$ cat config.mk
export PLATFORM = sky130hd
export DESIGN_NAME = read_sched_arbiter
export DESIGN_NICKNAME = d
export VERILOG_FILES = /design/src/rtl/read_sched_arbiter.sv
export SDC_FILE = /design/constraint.sdc
export NUM_CORES = 1
export LEC_CHECK = 0
export BUFFER_PORTS_ARGS = -buffer_cell sky130_fd_sc_hd__buf_2
export CORE_AREA = 2 2 110 112
export DETAILED_ROUTE_END_ITERATION = 16
export DIE_AREA = 0 0 112 114
export PLACE_DENSITY = 0.94
export SLEW_MARGIN = 10
export SYNTH_ARGS = -nofsm -noshare
export SYNTH_HDL_FRONTEND = slang
export SYNTH_SLANG_ARGS = --single-unit
$ cat constraint.sdc
create_clock -name clk -period 11.9 [get_ports clk]
set_input_delay 1.785 -clock clk [delete_from_list [all_inputs] [get_ports clk]]
set_output_delay 1.785 -clock clk [all_outputs]
set_load 0.02 [all_outputs]
$ cat src/rtl/read_sched_arbiter.sv
// Read scheduler: picks one of NUM_PRIO packet queues (strict priority or weighted
// round robin), asks the queue manager for that packet's SRAM addresses, issues the
// SRAM reads and streams the returned words out framed by rd_sop / rd_eop.
//
// Ports
//   clk, rst        single clock, synchronous active-high reset
//   sp0_wrr1        0 = strict priority (highest index wins), 1 = WRR
//   ready           downstream asks for the next packet
//   prepared        per-queue "has a packet" flags
//   wrr_weights     per-queue WRR weight, queue p in [p*WEIGHT_W +: WEIGHT_W]
//   addr_in/vld/last  address stream from the queue manager
//   mem_data        SRAM read data
//   grant/grant_prio  one-hot and binary index of the granted queue
//   addr_req        address request towards the queue manager
//   sram_en/addr    SRAM read port
//   rd_sop/vld/eop/data  packet output stream
module read_sched_arbiter #(
  parameter int unsigned NUM_PRIO = 8,
  parameter int unsigned PRIO_W   = 3,
  parameter int unsigned ADDR_W   = 17,
  parameter int unsigned DATA_W   = 64,
  parameter int unsigned WEIGHT_W = 5
) (
  input  logic                         clk,
  input  logic                         rst,
  input  logic                         sp0_wrr1,
  input  logic                         ready,
  input  logic [NUM_PRIO-1:0]          prepared,
  input  logic [NUM_PRIO*WEIGHT_W-1:0] wrr_weights,
  input  logic [ADDR_W-1:0]            addr_in,
  input  logic                         addr_vld,
  input  logic                         addr_last,
  input  logic [DATA_W-1:0]            mem_data,
  output logic [NUM_PRIO-1:0]          grant,
  output logic [PRIO_W-1:0]            grant_prio,
  output logic                         addr_req,
  output logic                         sram_en,
  output logic [ADDR_W-1:0]            sram_addr,
  output logic                         rd_sop,
  output logic                         rd_vld,
  output logic                         rd_eop,
  output logic [DATA_W-1:0]            rd_data
);

  localparam logic [PRIO_W-1:0] LastPrio = PRIO_W'(NUM_PRIO - 1);

  typedef enum logic [2:0] {StIdle, StArb, StSop, StData, StDrain, StEop} state_e;

  state_e                state_q, state_d;
  logic [PRIO_W-1:0]     ptr_q, ptr_d;
  logic [WEIGHT_W-1:0]   credit_q, credit_d;

  logic [NUM_PRIO-1:0]   grant_d;
  logic [PRIO_W-1:0]     grant_prio_d;
  logic                  addr_req_d, sram_en_d, rd_sop_d, rd_vld_d, rd_eop_d;
  logic [ADDR_W-1:0]     sram_addr_d;
  logic [DATA_W-1:0]     rd_data_d;

  // Arbitration candidates
  logic                  sp_found, srch_found, stay;
  logic [PRIO_W-1:0]     sp_win, srch_win, wrr_win, idx, wrr_ptr;
  logic [WEIGHT_W-1:0]   wrr_credit, wrr_next_credit;

  // Weight 0 behaves as weight 1 so a queue can never be starved by its own setting.
  function automatic logic [WEIGHT_W-1:0] eff_weight(input logic [PRIO_W-1:0] p);
    logic [WEIGHT_W-1:0] w;
    w = wrr_weights[32'(p) * WEIGHT_W +: WEIGHT_W];
    return (w == '0) ? WEIGHT_W'(1) : w;
  endfunction

  always_comb begin
    sp_found   = 1'b0;
    sp_win     = '0;
    srch_found = 1'b0;
    srch_win   = '0;
    idx        = '0;
    // Highest set index wins: later iterations overwrite earlier ones.
    for (int unsigned i = 0; i < NUM_PRIO; i++) begin
      if (prepared[PRIO_W'(i)]) begin
        sp_found = 1'b1;
        sp_win   = PRIO_W'(i);
      end
    end
    // Downward search from ptr-1 with wrap; the last candidate is ptr itself, which
    // matters when it is the only prepared queue but has used up its credit.
    for (int unsigned k = 1; k <= NUM_PRIO; k++) begin
      idx = PRIO_W'((32'(ptr_q) + NUM_PRIO - k) % NUM_PRIO);
      if (prepared[idx] && !srch_found) begin
        srch_found = 1'b1;
        srch_win   = idx;
      end
    end
    stay       = prepared[ptr_q] && (credit_q < eff_weight(ptr_q));
    wrr_win    = stay ? ptr_q : srch_win;
    wrr_credit = stay ? credit_q + WEIGHT_W'(1) : WEIGHT_W'(1);
    // Quantum used up: hand the pointer to the next lower queue and start afresh.
    if (wrr_credit == eff_weight(wrr_win)) begin
      wrr_ptr         = (wrr_win == '0) ? LastPrio : wrr_win - PRIO_W'(1);
      wrr_next_credit = '0;
    end else begin
      wrr_ptr         = wrr_win;
      wrr_next_credit = wrr_credit;
    end
  end

  always_comb begin
    state_d      = state_q;
    ptr_d        = ptr_q;
    credit_d     = credit_q;
    grant_d      = grant;
    grant_prio_d = grant_prio;
    addr_req_d   = addr_req;
    sram_en_d    = 1'b0;
    sram_addr_d  = sram_addr;
    rd_sop_d     = 1'b0;
    rd_eop_d     = 1'b0;
    // Read data returns the cycle after each enable; rd_data holds between beats.
    rd_vld_d     = sram_en;
    rd_data_d    = sram_en ? mem_data : rd_data;

    unique case (state_q)
      StIdle: begin
        if (ready && |prepared) state_d = StArb;
      end
      StArb: begin
        if (!sp_found) begin
          // Queues emptied between IDLE and ARB: nothing to send.
          state_d = StIdle;
        end else begin
          state_d    = StSop;
          rd_sop_d   = 1'b1;
          addr_req_d = 1'b1;
          if (sp0_wrr1) begin
            grant_d      = NUM_PRIO'(1) << wrr_win;
            grant_prio_d = wrr_win;
            ptr_d        = wrr_ptr;
            credit_d     = wrr_next_credit;
          end else begin
            grant_d      = NUM_PRIO'(1) << sp_win;
            grant_prio_d = sp_win;
          end
        end
      end
      StSop: state_d = StData;
      StData: begin
        if (addr_vld) begin
          sram_en_d   = 1'b1;
          sram_addr_d = addr_in;
          if (addr_last) begin
            addr_req_d = 1'b0;
            state_d    = StDrain;
          end
        end
      end
      StDrain: state_d = StEop;
      StEop: begin
        state_d      = StIdle;
        rd_eop_d     = 1'b1;
        grant_d      = '0;
        grant_prio_d = '0;
      end
      default: state_d = StIdle;
    endcase
  end

  always_ff @(posedge clk) begin
    if (rst) begin
      state_q    <= StIdle;
      ptr_q      <= LastPrio;
      credit_q   <= '0;
      grant      <= '0;
      grant_prio <= '0;
      addr_req   <= 1'b0;
      sram_en    <= 1'b0;
      sram_addr  <= '0;
      rd_sop     <= 1'b0;
      rd_vld     <= 1'b0;
      rd_eop     <= 1'b0;
      rd_data    <= '0;
    end else begin
      state_q    <= state_d;
      ptr_q      <= ptr_d;
      credit_q   <= credit_d;
      grant      <= grant_d;
      grant_prio <= grant_prio_d;
      addr_req   <= addr_req_d;
      sram_en    <= sram_en_d;
      sram_addr  <= sram_addr_d;
      rd_sop     <= rd_sop_d;
      rd_vld     <= rd_vld_d;
      rd_eop     <= rd_eop_d;
      rd_data    <= rd_data_d;
    end
  end

endmodule

# After elaboration in Yosys (flattened, before gate mapping)
# Index checks and enable logic that the tools add are counted.
# totals
regBits	108
output_inout_bits	97
# classes
reduce_logical	30
n_eq_ne	10
bitwise_logic	2
n_mux	73
n_shift	4
addsub	11
mul	2
n_lt_le_gt_ge	10
# op_table
op	n
$shiftx 40x7->5	2
$mux 3	22
$lt 3x4->1 const B	9
$mux 1	31
$bmux 1 s3	9
$mux 5	4
$mux 8	2
$pmux 8 s2	1
$shl 1x3->8 const A	2
$pmux 3 s5	1
$mul 3x3->6 const B	2
$sub 3x3->3 const B	4
$logic_not 5->1	2
$logic_and 1x1->1	9
$sub 3x1->3 const B	3
$ne 2x2->1 const B	4
$reduce_or 8->1	1
$logic_not 1->1	7
$eq 3x2->1 const B	2
$eq 3x3->1 const B	2
$logic_not 3->1	2
$pmux 3 s2	1
$reduce_and 3->1	2
$sub 3x2->3 const B	2
other kinds (12)	16

# Depth between registers and ports, before layout
# Gate-level depths: netlist of the first run.
# depth
word_depth	33
ltp_mapped	20

# Least setup slack after synthesis of the first run
# Ideal clock, no wire load.
# synth_timing
path_type	input port to flip-flop
startpoint	input wrr_weights[37]
endpoint	register ptr_q[0]
path_slack_ps	6241
required_ps	11779
cell_stages	16
arrival_ps	5539
path_cell_list	mux4_2 -> mux2i_1 -> ha_1 -> a21o_1 -> a21o_1 -> a221o_1 -> a311oi_2 -> o31a_1 -> buf_6 -> mux2_2 -> xnor2_1 -> or4_1 -> a211oi_2 -> a41oi_2 -> o41ai_2 -> o21ai_1
# synth_via
elab_chain_cells	12
# synth_lines
element	line	source
start: declaration	29	input logic [NUM_PRIO*WEIGHT_W-1:0] wrr_weights,
$shiftx 40x7->5	67	w = wrr_weights[32'(p) * WEIGHT_W +: WEIGHT_W];
$logic_not 5->1	68	return (w == '0) ? WEIGHT_W'(1) : w;
$mux 5	68	
$lt 5x5->1	93	stay = prepared[ptr_q] && (credit_q < eff_weight(ptr_q));
$logic_and 1x1->1	93	
$mux 3	94	wrr_win = stay ? ptr_q : srch_win;
$mul 3x3->6	67	
$shiftx 40x7->5	67	
$logic_not 5->1	68	
$mux 5	68	
$eq 5x5->1	97	if (wrr_credit == eff_weight(wrr_win)) begin
$mux 3 (*)	97	
end signal: assignment	169	ptr_q <= LastPrio;
end signal: assignment	182	ptr_q <= ptr_d;
end: declaration	50	logic [PRIO_W-1:0] ptr_q, ptr_d;
# Every way passes the cells marked *; elsewhere a longest branch is shown, timed or not.
# A chain may end at the register's enable or synchronous reset.

# Worst setup path in the final report of the first run
# layout_timing
startpoint	input wrr_weights[17]
endpoint	register ptr_q[0]
# Same word-level chain as after synthesis.

==> impl_summary.log, run 1 <==
[metrics] die width: 112 um
[metrics] non-filler instance count after layout: 994
[metrics] worst min-delay path startpoint: sram_addr[9]
[metrics] count of pins over their slew limit: 0
[metrics] clock buffers created by TritonCTS: 9
[metrics] Synth top cells by count: dfxtp_1, mux2i_1, nor2_1
[metrics] average vias per placed instance: a little under 6
[metrics] Final Util: 0.649
[metrics] total clock sinks: 108
[metrics] global-route wire length before repair: 27700 um
[metrics] sequential-to-total area share from yosys stat: 0.350
[metrics] ANT cells: 0
[metrics] cell with the most instances after synthesis: dfxtp_1
[metrics] fraction of the mapped netlist area in adder cells: 0.0182
[metrics] full die area: between 10000 and 15000 sq um
[metrics] fraction of registers with async set or reset after synthesis: 0
[metrics] initial antenna violation count: 0
[metrics] Worst path slowest cell: o31a_1
[metrics] maximum frequency from static timing analysis: 145 MHz
[metrics] share of Yosys cell area claimed by the top area cell type: 0.350
[metrics] Synth Area in Compound Gates: 0.119
[metrics] gr usage total: 0.267
[metrics] Setup Total Neg Slack: 0 ps
[metrics] count of state elements after synthesis: between 100 and 150
[metrics] fill cell instance count of the final layout: 943
[metrics] slew at the pin closest to its max-slew limit: 1160 ps
[metrics] pwr dens: 115 nW/um^2
[metrics] total of endpoints with negative setup slack in the final report: 0
[metrics] number of enable-type register cells in the synthesized netlist: 0
[metrics] summed instance area of the synthesized netlist: slightly above 6000 sq um
[metrics] simple-gate portion of the synthesized area: 0.155
[metrics] prevailing post-synth register cell: dfxtp_1
[metrics] Setup Crit Path Kind: input pin to register
[metrics] pin count of the biggest net entering global routing: 99
[metrics] post-DP HPWL: 13200 um
[metrics] Layout Area Growth over Synthesis: 23.1%
[metrics] average instance area after synthesis: between 9 and 10 sq um
[metrics] VDD IR max: 141 uV
[metrics] Final GP Congestion: about 0.93
[metrics] CTS Buffer Depth: 2
[metrics] residual antenna-violating net count after detailed routing: 0
[metrics] outcome: completed
[metrics] number of standard cells after synthesis: 646
[metrics] biggest fanout along the worst timing path: 20
[metrics] CP max stage delay: 1010 ps
[metrics] post-placement cell count: 978
[metrics] insertion delay to the later sink of the worst-skew pair: 340 ps
[metrics] fraction of final layout cells with drive strength greater than 1: 0.357
[metrics] number of levels in the clock H-tree: 3
[metrics] number of cells on the worst reg-to-reg path: 15
[metrics] cells taking the most area after synthesis: dfxtp_1, mux2i_1, mux4_2
[metrics] row count: 40
[metrics] max-capacitance violation count: 0
[metrics] post-route clock skew: 7.96 ps
[metrics] quantity of gates resized following cts: 0
[metrics] count of buffers from port buffering: 231
[metrics] synthesized net count: 790
[metrics] crit path capture type: register
[metrics] DRC violation total after the first TritonRoute iteration: 370
[metrics] arrival time of data at the critical path endpoint: around 7200 ps
[metrics] net count reported at finish: slightly below 1000
[metrics] critical path launch point type: input pin
[metrics] main combinational cell family by area after synthesis: multiplexers
[metrics] residual DRC count: 0
[metrics] cell at the root of the clock tree: clkbuf_16
[metrics] startpoint of the worst register-to-register path: ptr_q[0]
[metrics] unrepaired setup endpoints after global routing: no
[metrics] count of synthesis-stage warnings from yosys: 0
[metrics] flop-to-flop setup slack: around 5300 ps
[metrics] total I/O pin count: 232
[metrics] drt total wl: 17500 um
[metrics] worst hold path depth: 2
[metrics] Worst slew margin: 0.224
[metrics] Hold-fix buffers, CTS: 0
[metrics] total global routing overflow: 0
[metrics] type of the tightest min-delay check: register to register
[metrics] number of different library cells in the post-synthesis netlist: 70
[metrics] min cycle time layout: 6920 ps
[metrics] endpoint with the worst hold slack: sram_addr[9]
[metrics] post-route clock period utilization: 0.581
[metrics] wire length per cell: 17.6 um
[metrics] Final Hold Vio Count: 0
[metrics] most repeated library cell on the critical path: a21o_1
[metrics] worst path cell trace: buf_2 -> mux4_2 -> mux2i_1 -> ha_1 -> a21o_1 -> a21o_1 -> a221o_1 -> a311oi_2 -> o31a_1 -> mux2_2 -> xor2_1 -> or4_1 -> a211oi_2 -> a41oi_2 -> o41ai_2 -> o21ai_1
[metrics] Starting Density: 0.528
[metrics] CTS tree: yes
[metrics] Crit path required time: 12130 ps
[metrics] leakage power: 3.43 nW
[metrics] post-synthesis xor/xnor area fraction: 0.0322
[metrics] number of global-route vias before repair: 5736
[metrics] iteration count of the initial detailed-routing pass: 5
[metrics] top cell type by total area after synthesis: dfxtp_1
[metrics] reg-to-reg endpoint: ptr_q[0]
[metrics] Post-CTS Setup Repair Bufs: 0
[metrics] DIE HEIGHT: 114 um
[metrics] post-synthesis mux area share: 0.282
[metrics] core outline area: 11700 sq um
[metrics] clock-pin slew of the registers on the worst-case setup and hold paths: approximately 70 ps
[metrics] number of vias after detailed routing: 5746
==> how the worst max path moves through the flow <==
stage / from / end / depth (start not counted) / slack [ps]
floorplan: wrr_weights[37] / ptr_q[0] / 16 / 6240
global placement: wrr_weights[17] / ptr_q[0] / 16 / 4820
detailed placement: wrr_weights[17] / ptr_q[0] / 16 / 4660
CTS: wrr_weights[17] / ptr_q[0] / 16 / 5020
global route: wrr_weights[17] / ptr_q[0] / 16 / 4690
finish: wrr_weights[17] / ptr_q[0] / 16 / 4980
==> layout by cell type, fill, tap and decap left out, types with 8 or more instances in the layout <==
master / count
nor3_1: 13
mux4_2: 27
mux2_2: 10
o21ai_0: 9
mux2i_1: 98
nor2b_1: 8
nand2_1: 60
nor2_1: 82
a21oi_1: 37
clkbuf_16: 9
and2_1: 10
dfxtp_1: 107
inv_1: 8
ha_1: 9
buf_2: 230
xnor2_1: 12
==> cells by family (layout without fill, tap and decap cells) <==
logic type	Yosys count	in the layout
AOI/OAI and AO/OA	103	103
xor gates and xnor gates	21	21
adders and majority gates	9	9
buffers and inverters	60	261
DFF	108	108
muxes	138	138
and+or+nand+nor	207	207
==> final cells by class <==
cell class | instances | area [sq um] | area share
Multi-Input combinational cell | 478 | 3750 | 0.493
Clock inverter | 6 | 47.5 | 0.00625
Clock buffer | 10 | 229 | 0.0301
Tap cell | 147 | 184 | 0.0242
Timing Repair Buffer | 236 | 1200 | 0.157
Inverter | 9 | 33.8 | 0.00444
Sequential cell | 108 | 2170 | 0.285
==> through the flow <==
step                      total power, mW  area (sq um)  hold WS, ps  worst slack (ps)
after global placement              0.596          7330          430              4820
after floorplan                     0.545          6180          461              6240
final                               0.878          7600          452              4980
after CTS                           0.881          7600          454              5020
after global routing                0.917          7600          471              4690
after detailed placement            0.604          7330          442              4660
==> metal layers <==
layer	share of wire	track usage	up-vias
li1	-	-	2713
met1	0.37	0.301	2706
met2	0.50	0.473	271
met3	0.084	0.0781	56
met4	0.039	0.116	0
met5	0	0	-
==> critical path, delay by kind of cell <==
| kind | cells | cell delay (ps) |
|---|---|---|
| AO/OA/AOI/OAI | 9 | 3120 |
| XOR/XNOR | 1 | 140 |
| multiplexers | 3 | 1170 |
| adder cells (fa/ha/maj) | 1 | 290 |
| buffers and inverters | 1 | 100 |
| AND/OR/NAND/NOR | 1 | 520 |
==> state kept, by name, summed over array words and instances (netlist names) <==
| signal | flops |
|---|---|
| rd_data | 64 |
| credit_q | 5 |
| rd_vld | 1 |
| grant | 8 |
| ptr_q | 3 |
| grant_prio | 3 |
| sram_en | 1 |
| rd_sop | 1 |
| sram_addr | 17 |
| rd_eop | 1 |
| state_q | 3 |
| addr_req | 1 |
==> where the power goes <==
group	total [mW]	switching (mW)	internal, mW
clock	0.279	0.134	0.144
combinational	0.226	0.126	0.100
sequential	0.373	0.00603	0.367
total	0.878	0.266	0.612
Note: power is estimated with default switching activity, not from simulation.
==> inputs of run 2 (changes only) <==
--- a/config.mk
+++ b/config.mk
@@ -6,10 +6,10 @@
 export NUM_CORES = 1
 export LEC_CHECK = 0
 export BUFFER_PORTS_ARGS = -buffer_cell sky130_fd_sc_hd__buf_2
-export CORE_AREA = 2 2 110 112
+export CORE_AREA = 2 2 115 117
 export DETAILED_ROUTE_END_ITERATION = 16
-export DIE_AREA = 0 0 112 114
-export PLACE_DENSITY = 0.94
+export DIE_AREA = 0 0 117 119
+export PLACE_DENSITY = 0.87
 export SLEW_MARGIN = 10
 export SYNTH_ARGS = -nofsm -noshare
 export SYNTH_HDL_FRONTEND = slang
==> constraint.sdc (replaced) <==
create_clock -name clk -period 6.5 [get_ports clk]
set_input_delay 0.975 -clock clk [delete_from_list [all_inputs] [get_ports clk]]
set_output_delay 0.975 -clock clk [all_outputs]
set_load 0.02 [all_outputs]
==> run 2 against run 1 <==
Critical path depth is 1 higher. Via count is 1.3% lower. Non-clock buffer count is 2 higher. Largest cell class unchanged. Cell area is 0.74% higher. Largest power group unchanged. Sequential share of layout area is 0.21 points lower. Sequential power is 83% higher. Register-to-register slack worse by 4300 ps. First-iteration DRC count is 5.1% higher.
==> impl_summary.log, run 2 (synthesized netlist as in run 1, its figures left out) <==
[metrics] outcome: completed
[metrics] cell at the root of the clock tree: clkbuf_16
[metrics] gr usage total: 0.236
[metrics] arrival time of data at the critical path endpoint: 5700 ps
[metrics] Layout Area Growth over Synthesis: 24.0%
[metrics] core outline area: 12900 sq um
[metrics] total of endpoints with negative setup slack in the final report: 0
[metrics] post-placement cell count: 1009
[metrics] maximum frequency from static timing analysis: 183 MHz
[metrics] slew at the pin closest to its max-slew limit: 1050 ps
[metrics] critical path launch point type: register
[metrics] biggest fanout along the worst timing path: 29
[metrics] drt total wl: between 15000 and 20000 um
[metrics] total global routing overflow: 0
[metrics] leading registers by flop count: rd_data x64, sram_addr x17, grant x8
[metrics] net count reported at finish: 988
[metrics] die width: 117 um
[metrics] Final GP Congestion: approximately 0.94
[metrics] Crit path required time: 6750 ps
[metrics] DIE HEIGHT: 119 um
[metrics] max FFs per register: 64
[metrics] worst hold margin: 454 ps
[metrics] count of pins over their slew limit: 0
[metrics] Starting Density: 0.480
[metrics] DRC violation total after the first TritonRoute iteration: around 390
[metrics] Hold-fix buffers, CTS: 0
[metrics] unrepaired setup endpoints after global routing: no
[metrics] number of global-route vias before repair: 5437
[metrics] initial antenna violation count: 0
[metrics] average vias per placed instance: 5.53
[metrics] iteration count of the initial detailed-routing pass: 4
[metrics] non-filler instance count after layout: 1025
[metrics] row count: 42
[metrics] Final Util: 0.595
[metrics] Worst slew margin: 0.302
[metrics] ANT cells: 0
[metrics] residual DRC count: 0
[metrics] fraction of final layout cells with drive strength greater than 1: 0.357
[metrics] post-route clock skew: roughly 6.6 ps
[metrics] min cycle time layout: 5450 ps
[metrics] most frequent standard cell in the layout excluding fill and tap cells: buf_2
[metrics] wire length per cell: 16.5 um
[metrics] total clock sinks: 108
[metrics] crit path capture type: register
[metrics] post-route clock period utilization: 0.839
[metrics] quantity of gates resized following cts: 0
[metrics] post-DP HPWL: between 10000 and 15000 um
[metrics] Final Hold Vio Count: 0
[metrics] commonest cells after routing, fill and taps aside: buf_2, dfxtp_1, mux2i_1
[metrics] clock buffers created by TritonCTS: 9
[metrics] number of vias after detailed routing: roughly 5700
[metrics] pin count of the biggest net entering global routing: about 100
[metrics] Post-CTS Setup Repair Bufs: 0
[metrics] CTS tree: yes
[metrics] largest register by flop count: rd_data
[metrics] pwr dens: 209 nW/um^2
[metrics] type of the tightest min-delay check: register to register
[metrics] VDD IR max: 203 uV
[metrics] full die area: 13900 sq um
[metrics] max-capacitance violation count: 0
[metrics] worst hold path depth: 2
[metrics] leakage power: around 3.4 nW
[metrics] Setup Total Neg Slack: 0 ps
[metrics] global-route wire length before repair: 26400 um
[metrics] insertion delay to the later sink of the worst-skew pair: 340 ps
[metrics] count of buffers from port buffering: 231
[metrics] Setup Crit Path Kind: register to register
[metrics] total I/O pin count: 232
[metrics] number of levels in the clock H-tree: 3
[metrics] number of cells on the worst reg-to-reg path: 17
[metrics] residual antenna-violating net count after detailed routing: 0
[metrics] CTS Buffer Depth: 2
[metrics] clock-pin slew of the registers on the worst-case setup and hold paths: 70 ps
-- run 2: cell count changes in the layout (fill, tap and decap cells not counted) --
| cell | before | now |
|---|---|---|
| clkinv_2 | 2 | 1 |
| clkbuf_1 | 1 | 2 |
| buf_12 | 0 | 1 |
| buf_4 | 6 | 7 |
| inv_8 | 1 | 0 |
| clkinvlp_4 | 0 | 3 |
| clkinv_4 | 2 | 0 |
-- run 2: path summary, 6_finish.rpt --
check                           endpoint      from  slack, ps
worst min register to register  grant[1]  grant[1]        450
worst min-delay path            grant[1]  grant[1]        450
worst max-delay path            ptr_q[1]  ptr_q[0]       1050
worst max register to register  ptr_q[1]  ptr_q[0]       1050
-- run 2: power breakdown --
| group | internal [mW] | switching [mW] |
|---|---|---|
| clock | 0.261 | 0.242 |
| sequential | 0.672 | 0.00828 |
| combinational | 0.189 | 0.227 |
| total | 1.12 | 0.477 |
-- run 2: metrics by stage --
stage | setup WS, ps | instance area [sq um] | power [mW]
4_1_cts | 1120 | 7660 | 1.61
6_report | 1050 | 7660 | 1.60
5_1_grt | 719 | 7660 | 1.67
3_5_place_dp | 930 | 7390 | 1.11
3_3_place_gp | 1070 | 7390 | 1.10
2_1_floorplan | 1650 | 6180 | 0.997
-- run 2: critical path, stage by stage, from the launching register on --
cell,delay [ps]
dfxtp_1,340
buf_4,420
mux4_2,560
mux2i_1,260
ha_1,300
a21o_1,190
a21o_1,170
a221o_1,300
a311oi_2,280
buf_4,220
nor2b_1,160
a311o_1,620
and4bb_1,260
a211oi_1,420
o31ai_4,170
xor2_2,340
nor3_1,100
a311oi_1,240
-- run 2: final cells by class --
type	count	area, sq um
fillers	1116	5210
multi-input cells	478	3750
flip-flops and latches	108	2170
repair buffers	238	1220
clock buffers	11	233
well taps	176	220
clock inverters	5	36.3
inverters	9	33.8
-- run 2: layer usage --
| layer | part of all wire | up-vias | track usage |
|---|---|---|---|
| li1 | - | 2724 | - |
| met1 | 0.40 | 2693 | 0.279 |
| met5 | 0 | - | 0 |
| met3 | 0.076 | 29 | 0.0687 |
| met2 | 0.51 | 224 | 0.410 |
| met4 | 0.024 | 0 | 0.0699 |
